===== src/rtl/gmii_frame_tx.sv =====
// gmii_frame_tx: turns a valid/ready/last byte stream into GMII frames.
// Each frame is preamble, SFD, payload (zero-padded to MIN_PAYLOAD), then a
// 4-byte Ethernet FCS, followed by at least IFG_CYCLES cycles with rx_dv low.
// Every output comes straight from a register.
module gmii_frame_tx #(
  parameter int PREAMBLE_LEN = 7,
  parameter int MIN_PAYLOAD  = 60,
  parameter int IFG_CYCLES   = 12
) (
  input  logic        clk,
  input  logic        rst,
  input  logic [7:0]  s_data,
  input  logic        s_valid,
  input  logic        s_last,
  output logic        s_ready,
  output logic [7:0]  rxd,
  output logic        rx_dv,
  output logic        busy,
  output logic        underrun,
  output logic [15:0] frame_cnt
);

  localparam logic [31:0] CRC_POLY  = 32'hEDB88320;
  localparam logic [15:0] MIN_PAY16 = 16'(MIN_PAYLOAD);
  localparam logic [3:0]  PRE_LAST  = 4'(PREAMBLE_LEN);
  localparam logic [7:0]  IFG_LAST  = 8'(IFG_CYCLES);

  // State names describe what is on rxd during the current cycle.
  typedef enum logic [2:0] {
    IDLE, PREAMBLE, SFD, PAYLOAD, PAD, FCS, DRAIN, IFG
  } state_t;

  // One byte of the reflected CRC-32, LSB of the data first.
  function automatic logic [31:0] crc_step(input logic [31:0] crc, input logic [7:0] data);
    logic [31:0] c;
    c = crc;
    for (int i = 0; i < 8; i++) begin
      if (c[0] ^ data[i]) c = (c >> 1) ^ CRC_POLY;
      else                c = c >> 1;
    end
    return c;
  endfunction

  // Payload byte counter saturates rather than wrapping.
  function automatic logic [15:0] sat_inc(input logic [15:0] v);
    return (v == 16'hFFFF) ? v : v + 16'd1;
  endfunction

  // FCS byte idx (0 = least significant) of the final, inverted CRC.
  function automatic logic [7:0] fcs_byte(input logic [31:0] crc, input logic [1:0] idx);
    logic [31:0] fcs;
    fcs = ~crc >> {idx, 3'b000};
    return fcs[7:0];
  endfunction

  state_t      state_q, state_d;
  logic [3:0]  pre_cnt_q, pre_cnt_d;
  logic [15:0] pay_cnt_q, pay_cnt_d;
  logic [1:0]  fcs_idx_q, fcs_idx_d;
  logic [7:0]  ifg_cnt_q, ifg_cnt_d;
  logic [31:0] crc_q, crc_d;
  logic [7:0]  rxd_q, rxd_d;
  logic        rx_dv_q, rx_dv_d;
  logic        s_ready_q, s_ready_d;
  logic        busy_q, busy_d;
  logic        underrun_q, underrun_d;
  logic [15:0] frame_cnt_q, frame_cnt_d;
  logic        start;

  // Next-state and next-output computation for the framing FSM.
  always_comb begin
    state_d     = state_q;
    pre_cnt_d   = pre_cnt_q;
    pay_cnt_d   = pay_cnt_q;
    fcs_idx_d   = fcs_idx_q;
    ifg_cnt_d   = ifg_cnt_q;
    crc_d       = crc_q;
    rxd_d       = 8'h00;
    rx_dv_d     = 1'b0;
    s_ready_d   = 1'b0;
    underrun_d  = 1'b0;
    frame_cnt_d = frame_cnt_q;

    // The final IFG cycle counts as satisfied, so a waiting source starts
    // its preamble right after exactly IFG_CYCLES low cycles.
    start = s_valid && ((state_q == IDLE) ||
                        ((state_q == IFG) && (ifg_cnt_q == IFG_LAST)));

    unique case (state_q)
      IDLE: begin
      end

      PREAMBLE: begin
        rx_dv_d = 1'b1;
        if (pre_cnt_q == PRE_LAST) begin
          state_d   = SFD;
          rxd_d     = 8'hD5;
          s_ready_d = 1'b1;
        end else begin
          pre_cnt_d = pre_cnt_q + 4'd1;
          rxd_d     = 8'h55;
        end
      end

      // s_ready_q low in PAYLOAD means the last payload byte is on the wire.
      SFD, PAYLOAD: begin
        if (s_ready_q) begin
          if (s_valid) begin
            state_d   = PAYLOAD;
            rxd_d     = s_data;
            rx_dv_d   = 1'b1;
            crc_d     = crc_step(crc_q, s_data);
            pay_cnt_d = sat_inc(pay_cnt_q);
            s_ready_d = ~s_last;
          end else begin
            state_d    = DRAIN;
            s_ready_d  = 1'b1;
            underrun_d = 1'b1;
          end
        end else if (pay_cnt_q < MIN_PAY16) begin
          state_d   = PAD;
          rx_dv_d   = 1'b1;
          crc_d     = crc_step(crc_q, 8'h00);
          pay_cnt_d = sat_inc(pay_cnt_q);
        end else begin
          state_d   = FCS;
          fcs_idx_d = 2'd0;
          rxd_d     = fcs_byte(crc_q, 2'd0);
          rx_dv_d   = 1'b1;
        end
      end

      PAD: begin
        rx_dv_d = 1'b1;
        if (pay_cnt_q < MIN_PAY16) begin
          crc_d     = crc_step(crc_q, 8'h00);
          pay_cnt_d = sat_inc(pay_cnt_q);
        end else begin
          state_d   = FCS;
          fcs_idx_d = 2'd0;
          rxd_d     = fcs_byte(crc_q, 2'd0);
        end
      end

      // Frame is counted on the same edge that puts the last FCS byte out.
      FCS: begin
        if (fcs_idx_q == 2'd3) begin
          state_d   = IFG;
          ifg_cnt_d = 8'd1;
        end else begin
          fcs_idx_d = fcs_idx_q + 2'd1;
          rxd_d     = fcs_byte(crc_q, fcs_idx_q + 2'd1);
          rx_dv_d   = 1'b1;
          if (fcs_idx_q == 2'd2) frame_cnt_d = frame_cnt_q + 16'd1;
        end
      end

      // Swallow the rest of an aborted frame without putting it on the wire.
      DRAIN: begin
        s_ready_d = 1'b1;
        if (s_valid && s_last) begin
          state_d   = IFG;
          ifg_cnt_d = 8'd1;
          s_ready_d = 1'b0;
        end
      end

      IFG: begin
        if (ifg_cnt_q == IFG_LAST) state_d = IDLE;
        else                       ifg_cnt_d = ifg_cnt_q + 8'd1;
      end

      default: state_d = IDLE;
    endcase

    if (start) begin
      state_d   = PREAMBLE;
      pre_cnt_d = 4'd1;
      pay_cnt_d = 16'd0;
      crc_d     = 32'hFFFFFFFF;
      rxd_d     = 8'h55;
      rx_dv_d   = 1'b1;
    end
  end

  assign busy_d = (state_d != IDLE);

  // State and output registers; reset abandons any frame in flight.
  always_ff @(posedge clk or posedge rst) begin
    if (rst) begin
      state_q     <= IDLE;
      pre_cnt_q   <= 4'd0;
      pay_cnt_q   <= 16'd0;
      fcs_idx_q   <= 2'd0;
      ifg_cnt_q   <= 8'd0;
      crc_q       <= 32'hFFFFFFFF;
      rxd_q       <= 8'h00;
      rx_dv_q     <= 1'b0;
      s_ready_q   <= 1'b0;
      busy_q      <= 1'b0;
      underrun_q  <= 1'b0;
      frame_cnt_q <= 16'd0;
    end else begin
      state_q     <= state_d;
      pre_cnt_q   <= pre_cnt_d;
      pay_cnt_q   <= pay_cnt_d;
      fcs_idx_q   <= fcs_idx_d;
      ifg_cnt_q   <= ifg_cnt_d;
      crc_q       <= crc_d;
      rxd_q       <= rxd_d;
      rx_dv_q     <= rx_dv_d;
      s_ready_q   <= s_ready_d;
      busy_q      <= busy_d;
      underrun_q  <= underrun_d;
      frame_cnt_q <= frame_cnt_d;
    end
  end

  assign s_ready   = s_ready_q;
  assign rxd       = rxd_q;
  assign rx_dv     = rx_dv_q;
  assign busy      = busy_q;
  assign underrun  = underrun_q;
  assign frame_cnt = frame_cnt_q;

endmodule

===== config.mk =====
export PLATFORM = sky130hd
export DESIGN_NAME = gmii_frame_tx
export DESIGN_NICKNAME = d
export VERILOG_FILES = /design/src/rtl/gmii_frame_tx.sv
export SDC_FILE = /design/constraint.sdc
export NUM_CORES = 1
export LEC_CHECK = 0
export ABC_CLOCK_PERIOD_IN_PS = 5500
export BUFFER_PORTS_ARGS = -buffer_cell sky130_fd_sc_hd__buf_4
export CORE_MARGIN = 2
export CORE_UTILIZATION = 65
export CTS_BUF_LIST = sky130_fd_sc_hd__clkbuf_16
export CTS_CLUSTER_SIZE = 28
export DETAILED_ROUTE_END_ITERATION = 7
export PLACE_DENSITY = 0.85
export SYNTH_ARGS = -nofsm -noshare
export SYNTH_HDL_FRONTEND = slang
export SYNTH_SLANG_ARGS = --single-unit

===== constraint.sdc =====
create_clock -name clk -period 5.5 [get_ports clk]
set_input_delay 0.825 -clock clk [delete_from_list [all_inputs] [get_ports clk]]
set_output_delay 0.825 -clock clk [all_outputs]
set_load 0.05 [all_outputs]

Word level (Yosys, flattened, before mapping). Cells that the tools add are included.

Memories: 0. Memory bits (writable): 0. Register bits after elaboration: 93. Input port bits: 12. Logic and storage cells: 222. ROM bits: 0. Latch bits: 0. Output and inout port bits: 28.

Div/mod/pow operators: 0. Shift operators: 1. Reductions and logical operators: 18. Add/subtract/negate cells: 5. $lt $le $gt $ge: 1. Multipliers: 0. Multiplexer cells: 131. Equal/unequal tests: 21. Bitwise logic cells: 33.

Operators by type and width (count): $mux W32 (83); $not A13 Y14 (22); $mux W16 (5); $mux W8 (9); $pmux W32 S2 (1); $add A16 B1 Y16 const B (2); $not A32 Y32 (1); $pmux W16 S2 (1); $pmux W8 S4 (1); $shr A32 B5 Y8 (1); $mux W3 (8); $pmux W8 S3 (1); $pmux W3 S6 (1); $eq A16 B16 Y1 const B (1); $lt A16 B6 Y1 const B (1); $eq A3 B3 Y1 const B (4); $mux W1 (12); $mux W4 (3); $ne A2 B2 Y1 const B (6); $reduce_bool A3 Y1 (4); $add A8 B1 Y8 const B (1); $eq A8 B4 Y1 const B (1); $ne A4 B4 Y1 const B (2); $reduce_and A4 Y1 (2); other kinds (19) (37).

Depth between registers and ports, before layout. Gate-level depths: netlist (run 1).

Word-level depth: 41. Depth in mapped cells: 9.

Worst setup path after synthesis (run 1). No wires, ideal clock.

Path kind: input to register. Start point: in s_data[3]. End point: reg crc_q[22]. Data arrival time: 2248 ps. Buffers on the path: 1. Setup time: 93 ps. Cell stages on the path: 7. Path slack: 3159 ps. Cells stage by stage: buf_2 -> xnor2_2 -> xnor3_1 -> xor2_1 -> a21oi_1 -> xnor2_1 -> a21oi_1.

Word-level cells in the longest chain between the ends: 24.

RTL lines: from (decl) (line 12) `input logic [7:0] s_data,`; $xor A1 B1 Y1 * (line 38) `if (c[0] ^ data[i]) c = (c >> 1) ^ CRC_POLY;`; $mux W32 * (line 38); $mux W32 * (line 108) `if (s_valid) begin`; $mux W32 * (line 107) `if (s_ready_q) begin`; $mux W32 * (line 89) `unique case (state_q)`; $mux W32 * (line 38); $mux W32 * (line 108); $mux W32 * (line 107); [8 not listed]; $mux W32 * (line 108); $mux W32 * (line 107); $mux W32 * (line 89); $mux W32 * (line 38); $mux W32 * (line 108); $mux W32 * (line 107); $pmux W32 S2 * (line 89); $mux W32 * (line 176) `if (start) begin`; to (signal assigned) (line 209) `crc_q <= crc_d;`; to (decl) (line 61) `logic [31:0] crc_q, crc_d;`.

Mark *: on every way between the ends. The rest lies on a longest branch, timed or not. The select of a mux whose other input is x is not followed. A chain may end at the register's enable or synchronous reset.

Final worst setup path (run 1).
Start point: reg ifg_cnt_q[0]. End point: reg crc_q[29].

Word-level cells in the longest chain between the ends: 6. Elaborated cells on any way between the ends: 10.

RTL lines: from (decl) (line 60) `logic [7:0] ifg_cnt_q, ifg_cnt_d;`; from (signal assigned) (line 208) `ifg_cnt_q <= ifg_cnt_d;`; $eq A8 B4 Y1 * (line 87) `((state_q == IFG) && (ifg_cnt_q == IFG_LAST)));`; $logic_and A1 B1 Y1 * (line 87); $logic_or A1 B1 Y1 * (line 86) `start = s_valid && ((state_q == IDLE) ||`; $logic_and A1 B1 Y1 * (line 86); $ne A4 B4 Y1 (no source line), or another cell as far along; $reduce_and A4 Y1 (no source line).

Mark *: on every way between the ends. The rest lies on a longest branch, timed or not.

==> results.py, run 1 <==
metrics = {
    "outcome": {
        "status": "finished clean",
    },
    "worst_setup_path": {
        "criticalPathCategory": "flip-flop to flip-flop",
        "required_ns": 5.76,
        "path_cells": "inv_1 -> ha_1 -> or3b_1 -> nor4b_4 -> o21ai_1 -> nand2_1 -> o21ai_0 -> nor3_1",
        "max_stage_delay_ns": 0.81,
        "timing.rr.start": "ifg_cnt_q[0]",
        "r2r_end": "crc_q[29]",
        "end_kind": "flip-flop",
        "r2r_cells": 8,
        "setup.worst_path.start_class": "flip-flop",
        "path_delay_family": "simple AND/OR/NAND/NOR gates",
        "slowest_stage": "nand2_1",
        "path_buf_inv": 1,
        "r2r_slack_ns": 2.54,
        "cp.arrival_ns": 3.23,
        "cp_max_fo": 30,
    },
    "sta": {
        "fmax_mhz": 338,
        "fin_crit_sh_pct": 53.8,
        "worst_pin_slew_ns": 1.12,
        "finalSetupTns_ns": 0,
        "fin_crit_ns": 2.96,
        "hold_violations": 0,
        "rsz0062_at_grt": "false",
        "final-max-slew-violation-count": 0,
        "setup_ws_ns": 2.54,
        "maxSlewHeadroom_pct": 25.0,
        "finalSetupViolations": 0,
        "hold_slack_ns": 0.481,
        "finClkSkew_ns": 0.00565,
    },
    "route": {
        "first_pass_iters": 4,
        "wl_per_cell_microns": 18.9,
        "drt_iter0_drc": 392,
        "drcViolationCount": 0,
        "routed-via-count": 4807,
        "routed_via_density": 6.15,
        "ant_nets": 0,
        "routed_wl_microns": 14700,
    },
    "synthesis": {
        "yosysSeqAreaShare_pct": 38.0,
        "ys_async_sr_fraction_pct": 100,
        "synth_flop_cell": "dfrtp_1",
        "yosysWarnings": 0,
        "synth_edf_count": 0,
        "syn_nets": 654,
        "synth.distinct_cells": 52,
        "syn_area_sq_um": 6230,
        "syn_area_per_cell_sq_um": 9.80,
        "synth_cells": 635,
        "ys_ff_latch": 93,
    },
    "floorplan": {
        "die_area_sq_um": 10400,
        "num_rows": 35,
        "top_level_ports": 40,
        "core_area_sq_um": 9280,
        "fp.dieW_microns": 102,
        "start_util_pct": 67.1,
        "dieHeight_microns": 102,
    },
    "grt": {
        "grt_max_degree": 59,
        "grt.overflow.total": 0,
        "grt_usage_pct": 30.1,
        "antenna_found_initial": 0,
        "grt_pass1_wl_microns": 23900,
        "grt_pass1_vias": 4766,
    },
    "worst_hold_path": {
        "min_path_type": "flip-flop to flip-flop",
        "hold_start": "frame_cnt[15]",
        "hold-path-endpoint": "frame_cnt[15]",
        "hold_depth": 1,
    },
    "pwr": {
        "cellPowerDensity_nw_per_um2": 745,
        "p_leak_nw": 2.87,
        "power_mw": 5.07,
        "ir_drop_mv": 0.325,
    },
    "final_layout": {
        "drive_above_1_share_pct": 18.2,
        "num-fill-cells": 643,
        "nets": 667,
        "n_antenna_cell": 0,
        "area_growth_pct": 9.18,
    },
    "place": {
        "preCtsSetupSlack_ns": 2.62,
        "post-dp-hpwl_microns": 9950,
        "io_buffers": 39,
        "gp_congestion": 0.939,
    },
    "cts": {
        "cts_root_buf": "clkbuf_16",
        "clock_path_buffers": 2,
        "cts_resized": 0,
        "cts_made_buffers": 9,
        "clk-insertion-delay-late_ns": 0.35,
        "clock_sinks": 93,
        "hold_buffers": 0,
        "cts_tree": "built",
        "post-cts-setup-buffers": 0,
        "clk_pin_slew_ns": 0.07,
        "htree_levels": 3,
    },
    "job": {
        "max-cap-violations": 0,
    },
}
-- final cells by class --
cell class              count  area [sq um]  share of cell area, %
repair buffers             41           308                   4.53
multi-input cells         495          3610                   53.1
clock inverters             7          96.3                   1.42
well taps                 129           161                   2.37
inverters                   8          31.3                  0.460
flip-flops and latches     93          2370                   34.8
clock buffers               9           225                   3.31
-- worst register-to-register path: stages (launching register included) --
cell     delay (ns)
dfrtp_1        0.41
inv_1          0.09
ha_1           0.14
or3b_1         0.40
nor4b_4        0.41
o21ai_1        0.21
nand2_1        0.81
o21ai_0        0.22
nor3_1         0.18
-- synth_stat cells (7+ instances only) --
| cell type | count | area share, % |
|---|---|---|
| xor2_1 | 43 | 6.0 |
| ha_1 | 7 | 1.4 |
| nand3_1 | 16 | 1.3 |
| dfrtp_1 | 61 | 25 |
| nand2_1 | 53 | 3.2 |
| xnor3_1 | 7 | 2.5 |
| o211ai_1 | 7 | 0.84 |
| dfstp_2 | 32 | 14 |
| o21ai_0 | 14 | 1.1 |
| mux4_2 | 8 | 2.9 |
| buf_2 | 14 | 1.1 |
| nor2_1 | 81 | 4.9 |
| a21oi_1 | 41 | 3.3 |
| nor3_1 | 13 | 1.0 |
| nand4_1 | 18 | 1.8 |
| xnor2_1 | 101 | 14 |
| clkbuf_1 | 12 | 0.72 |
| inv_1 | 8 | 0.48 |
| buf_4 | 11 | 1.3 |
| and3_1 | 12 | 1.2 |
| xnor2_2 | 7 | 1.8 |
-- layer usage --
| metal | global-route usage, % | vias up | part of all wire [%] |
|---|---|---|---|
| met3 | 4.79 | 50 | 6.6 |
| met4 | 13.9 | 0 | 3.5 |
| met1 | 39.1 | 2370 | 41 |
| li1 | - | 2176 | - |
| met5 | 0 | - | 0 |
| met2 | 49.8 | 211 | 49 |
-- metrics by stage --
step / util [%] / area, sq um / cells
after detailed placement: 69.8 / 6480 / 766
after floorplan: - / 6230 / 635
final: 73.2 / 6800 / 782
after global routing: 73.2 / 6800 / 782
after CTS: 73.2 / 6800 / 782
after global placement: 69.8 / 6480 / 766
-- sequential cells by signal, summed over array words and instances (netlist names) --
name,count
pay_cnt_q,16
state_q,3
s_ready,1
pre_cnt_q,4
fcs_idx_q,2
frame_cnt,16
crc_q,32
ifg_cnt_q,8
rxd,8
busy,1
underrun,1
rx_dv,1
-- power by group --
group	switching (mW)	internal [mW]
logic	1.60	1.45
clock network	0.284	0.402
registers	0.356	0.978
total	2.24	2.83
-- worst max path at each step --
stage / end / startpoint / slack, ns / cells after the start
finish: crc_q[29] / ifg_cnt_q[0] / 2.54 / 8
floorplan: busy / rst / 2.31 / 1
detailed placement: crc_q[19] / ifg_cnt_q[0] / 2.62 / 8
CTS: crc_q[21] / ifg_cnt_q[0] / 2.58 / 8
global placement: crc_q[19] / ifg_cnt_q[0] / 2.69 / 8
global route: crc_q[29] / ifg_cnt_q[0] / 2.28 / 8
-- placed cells by master (no fill, tap or decap), drive strengths merged, types with 2 or more instances in the layout --
master,instances
a21oi,41
and2,4
and3,12
and4,5
buf,41
bufinv,2
clkbuf,9
clkinv,3
dfrtp,61
dfstp,32
ha,7
inv,10
mux2i,6
mux4,8
nand2,53
nand2b,3
nand3,16
nand4,18
nand4b,2
nor2,82
nor2b,3
nor3,13
nor3b,2
nor4,2
o211ai,7
o21a,3
o21ai,19
o221ai,3
o22a,4
o32ai,2
or2,3
or3b,2
xnor2,112
xnor3,7
xor2,44
-- logic make-up (layout without fill, tap and decap cells) --
kind of cell / Yosys count / in the layout / synth area share [%]
AND/OR/NAND/NOR: 222 / 222 / 17.0
XOR/XNOR: 163 / 163 / 26.8
flip-flops: 93 / 93 / 38.0
AO/OA/AOI/OAI: 88 / 88 / 8.66
buffers and inverters: 47 / 65 / 4.02
multiplexers: 15 / 15 / 4.04
adder cells (fa/ha/maj): 7 / 7 / 1.41
Power figures use the tool's default switching activity.
==> run 2, diff against run 1 <==
Settings changed: ABC_AREA set to 1, ABC_CLOCK_PERIOD_IN_PS 5500 to 2500, CORE_UTILIZATION 65 to 56, PLACE_DENSITY 0.85 to 0.77.
Clock period 5.5 ns to 2.5 ns, I/O delays scaled along.
==> results.py, run 2 <==
metrics = {
    "synthesis": {
        "yosysWarnings": 0,
        "synth_flop_cell": "dfrtp_1",
        "yosysSeqAreaShare_pct": 34.9,
        "syn_nets": 959,
        "syn_area_sq_um": 6790,
        "ys_ff_latch": 93,
        "synth_area_leaders": "dfrtp_1 22%, nand2_1 13%, dfstp_2 12%",
        "yosys.area.top_type_share_pct": 22.5,
        "synth.distinct_cells": 44,
        "yosysMostFrequentCell": "nand2_1",
        "syn_area_per_cell_sq_um": 7.22,
        "synth_edf_count": 0,
        "synth.largest_area_cell": "dfrtp_1",
        "ys_top_cells_by_count": "230 x nand2_1, 92 x inv_1, 81 x xor2_1",
        "synth_cells": 940,
        "ys_async_sr_fraction_pct": 100,
    },
    "worst_hold_path": {
        "min_path_type": "input port to asynchronous set/reset pin",
    },
    "cts": {
        "clock_path_buffers": 2,
        "cts_resized": 0,
        "htree_levels": 3,
        "hold_buffers": 0,
        "cts_tree": "built",
        "clock_sinks": 93,
        "clk_pin_slew_ns": 0.07,
        "cts_root_buf": "clkbuf_16",
        "cts_made_buffers": 9,
        "clk-insertion-delay-late_ns": 0.36,
        "post-cts-setup-buffers": 0,
    },
    "sta": {
        "final-max-slew-violation-count": 0,
        "worst_pin_slew_ns": 0.642,
        "fin_crit_sh_pct": 91.4,
        "maxSlewHeadroom_pct": 57.1,
        "hold_slack_ns": 0.102,
        "finalSetupViolations": 0,
        "fin_crit_ns": 2.28,
        "rsz0062_at_grt": "false",
        "finalSetupTns_ns": 0,
        "fmax_mhz": 438,
        "finClkSkew_ns": 0.00499,
        "hold_violations": 0,
    },
    "final_layout": {
        "nets": 1001,
        "largest_reg_flops": 32,
        "area_growth_pct": 11.3,
        "final_common_cell": "nand2_1",
        "drive_above_1_share_pct": 15.1,
        "n_antenna_cell": 0,
        "regMostFlops": "crc_q",
        "layout_common_cells": "230 x nand2_1, 91 x inv_1, 81 x xor2_1, 78 x nor2_1, 71 x o21ai_0",
    },
    "grt": {
        "grt.overflow.total": 0,
        "antenna_found_initial": 0,
        "grt_usage_pct": 30.0,
        "grt_max_degree": 46,
        "grt_pass1_wl_microns": 30500,
        "grt_pass1_vias": 6039,
    },
    "job": {
        "max-cap-violations": 0,
    },
    "worst_setup_path": {
        "r2r_cells": 10,
        "crit_top_cell": "nand2_1",
        "setup.worst_path.start_class": "flip-flop",
        "end_kind": "flip-flop",
        "r2r_slack_ns": 0.22,
        "max_stage_delay_ns": 0.68,
        "r2r_end": "crc_q[24]",
        "critical_path.startpoint": "crc_q[5]",
        "path_buf_inv": 2,
        "criticalPathCategory": "flip-flop to flip-flop",
        "cp_max_fo": 9,
        "timing.rr.start": "crc_q[5]",
        "slowest_stage": "dfstp_2",
        "path_delay_family": "XOR/XNOR gates",
        "path_cells": "inv_1 -> nand2_1 -> nand2_1 -> xnor2_1 -> xor2_1 -> inv_1 -> nand2_1 -> nand3_1 -> nand3b_1 -> nand2_1",
        "cp.arrival_ns": 2.57,
        "required_ns": 2.79,
    },
    "pwr": {
        "p_leak_nw": 3.59,
        "ir_drop_mv": 0.967,
        "cellPowerDensity_nw_per_um2": 1600,
    },
    "floorplan": {
        "fp.dieW_microns": 114,
        "dieHeight_microns": 114,
        "top_level_ports": 40,
        "start_util_pct": 57.0,
        "num_rows": 40,
        "core_area_sq_um": 11900,
        "die_area_sq_um": 13000,
    },
    "outcome": {
        "status": "finished clean",
    },
    "route": {
        "drcViolationCount": 0,
        "routed-via-count": 6450,
        "drt_iter0_drc": 603,
        "routed_wl_microns": 18700,
        "wl_per_cell_microns": 16.4,
        "first_pass_iters": 5,
        "routed_via_density": 5.69,
        "ant_nets": 0,
    },
    "place": {
        "io_buffers": 39,
        "post-dp-hpwl_microns": 13700,
        "gp_congestion": 0.947,
    },
}
run 2: kinds of logic (layout without fill, tap and decap cells):
| logic type | after synthesis | in the layout | share of synthesized area (%) |
|---|---|---|---|
| mux | 1 | 1 | 0.166 |
| fa+ha+maj | 7 | 7 | 1.29 |
| flops | 93 | 93 | 34.9 |
| simple gates | 423 | 423 | 27.0 |
| xor+xnor | 115 | 115 | 14.9 |
| compound gates | 165 | 165 | 13.5 |
| buf+inv | 136 | 183 | 8.18 |
run 2: worst max path at each step:
| stage | slack [ns] | to | depth (start not counted) |
|---|---|---|---|
| after floorplan | 0.45 | frame_cnt[14] | 11 |
| after global placement | 0.31 | crc_q[24] | 10 |
| after detailed placement | 0.29 | crc_q[24] | 10 |
| after CTS | 0.27 | crc_q[24] | 10 |
| after global routing | 0.07 | crc_q[26] | 12 |
| final | 0.22 | crc_q[24] | 10 |
run 2: worst register-to-register path, stage by stage, from the launching register on:
cell,delay (ns)
dfstp_2,0.68
inv_1,0.07
nand2_1,0.06
nand2_1,0.28
xnor2_1,0.42
xor2_1,0.30
inv_1,0.08
nand2_1,0.06
nand3_1,0.08
nand3b_1,0.14
nand2_1,0.06
run 2: power breakdown:
| group | switching [mW] | internal (mW) |
|---|---|---|
| combinational | 5.05 | 2.79 |
| sequential | 0.690 | 2.25 |
| clock | 0.619 | 0.668 |
| total | 6.36 | 5.71 |
run 2: metal layers:
| layer | track usage, % | vias to the layer above | wire length [microns] |
|---|---|---|---|
| met3 | 5.40 | 41 | 1430 |
| met5 | 0 | - | 0 |
| met4 | 13.4 | 0 | 516 |
| met2 | 47.7 | 262 | 8600 |
| met1 | 40.3 | 3018 | 8110 |
| li1 | - | 3129 | - |
run 2: through the flow:
step           setup WS (ns)  power, mW  std cells  cell area [sq um]  utilization [%]
6_report               0.216       12.1       1134               7550             63.4
5_1_grt               0.0714       13.1       1134               7550             63.4
4_1_cts                0.273       11.9       1134               7550             63.4
3_5_place_dp           0.286       10.6       1118               7280             61.2
3_3_place_gp           0.313       10.5       1118               7280             61.2
2_1_floorplan          0.451       8.66        940               6790                -
run 2: layout make-up:
type,count,area (sq um)
flip-flops and latches,93,2370
repair buffers,60,463
clock buffers,9,225
inverters,107,405
well taps,147,184
clock inverters,7,42.5
multi-input cells,711,3860
fillers,1108,4360
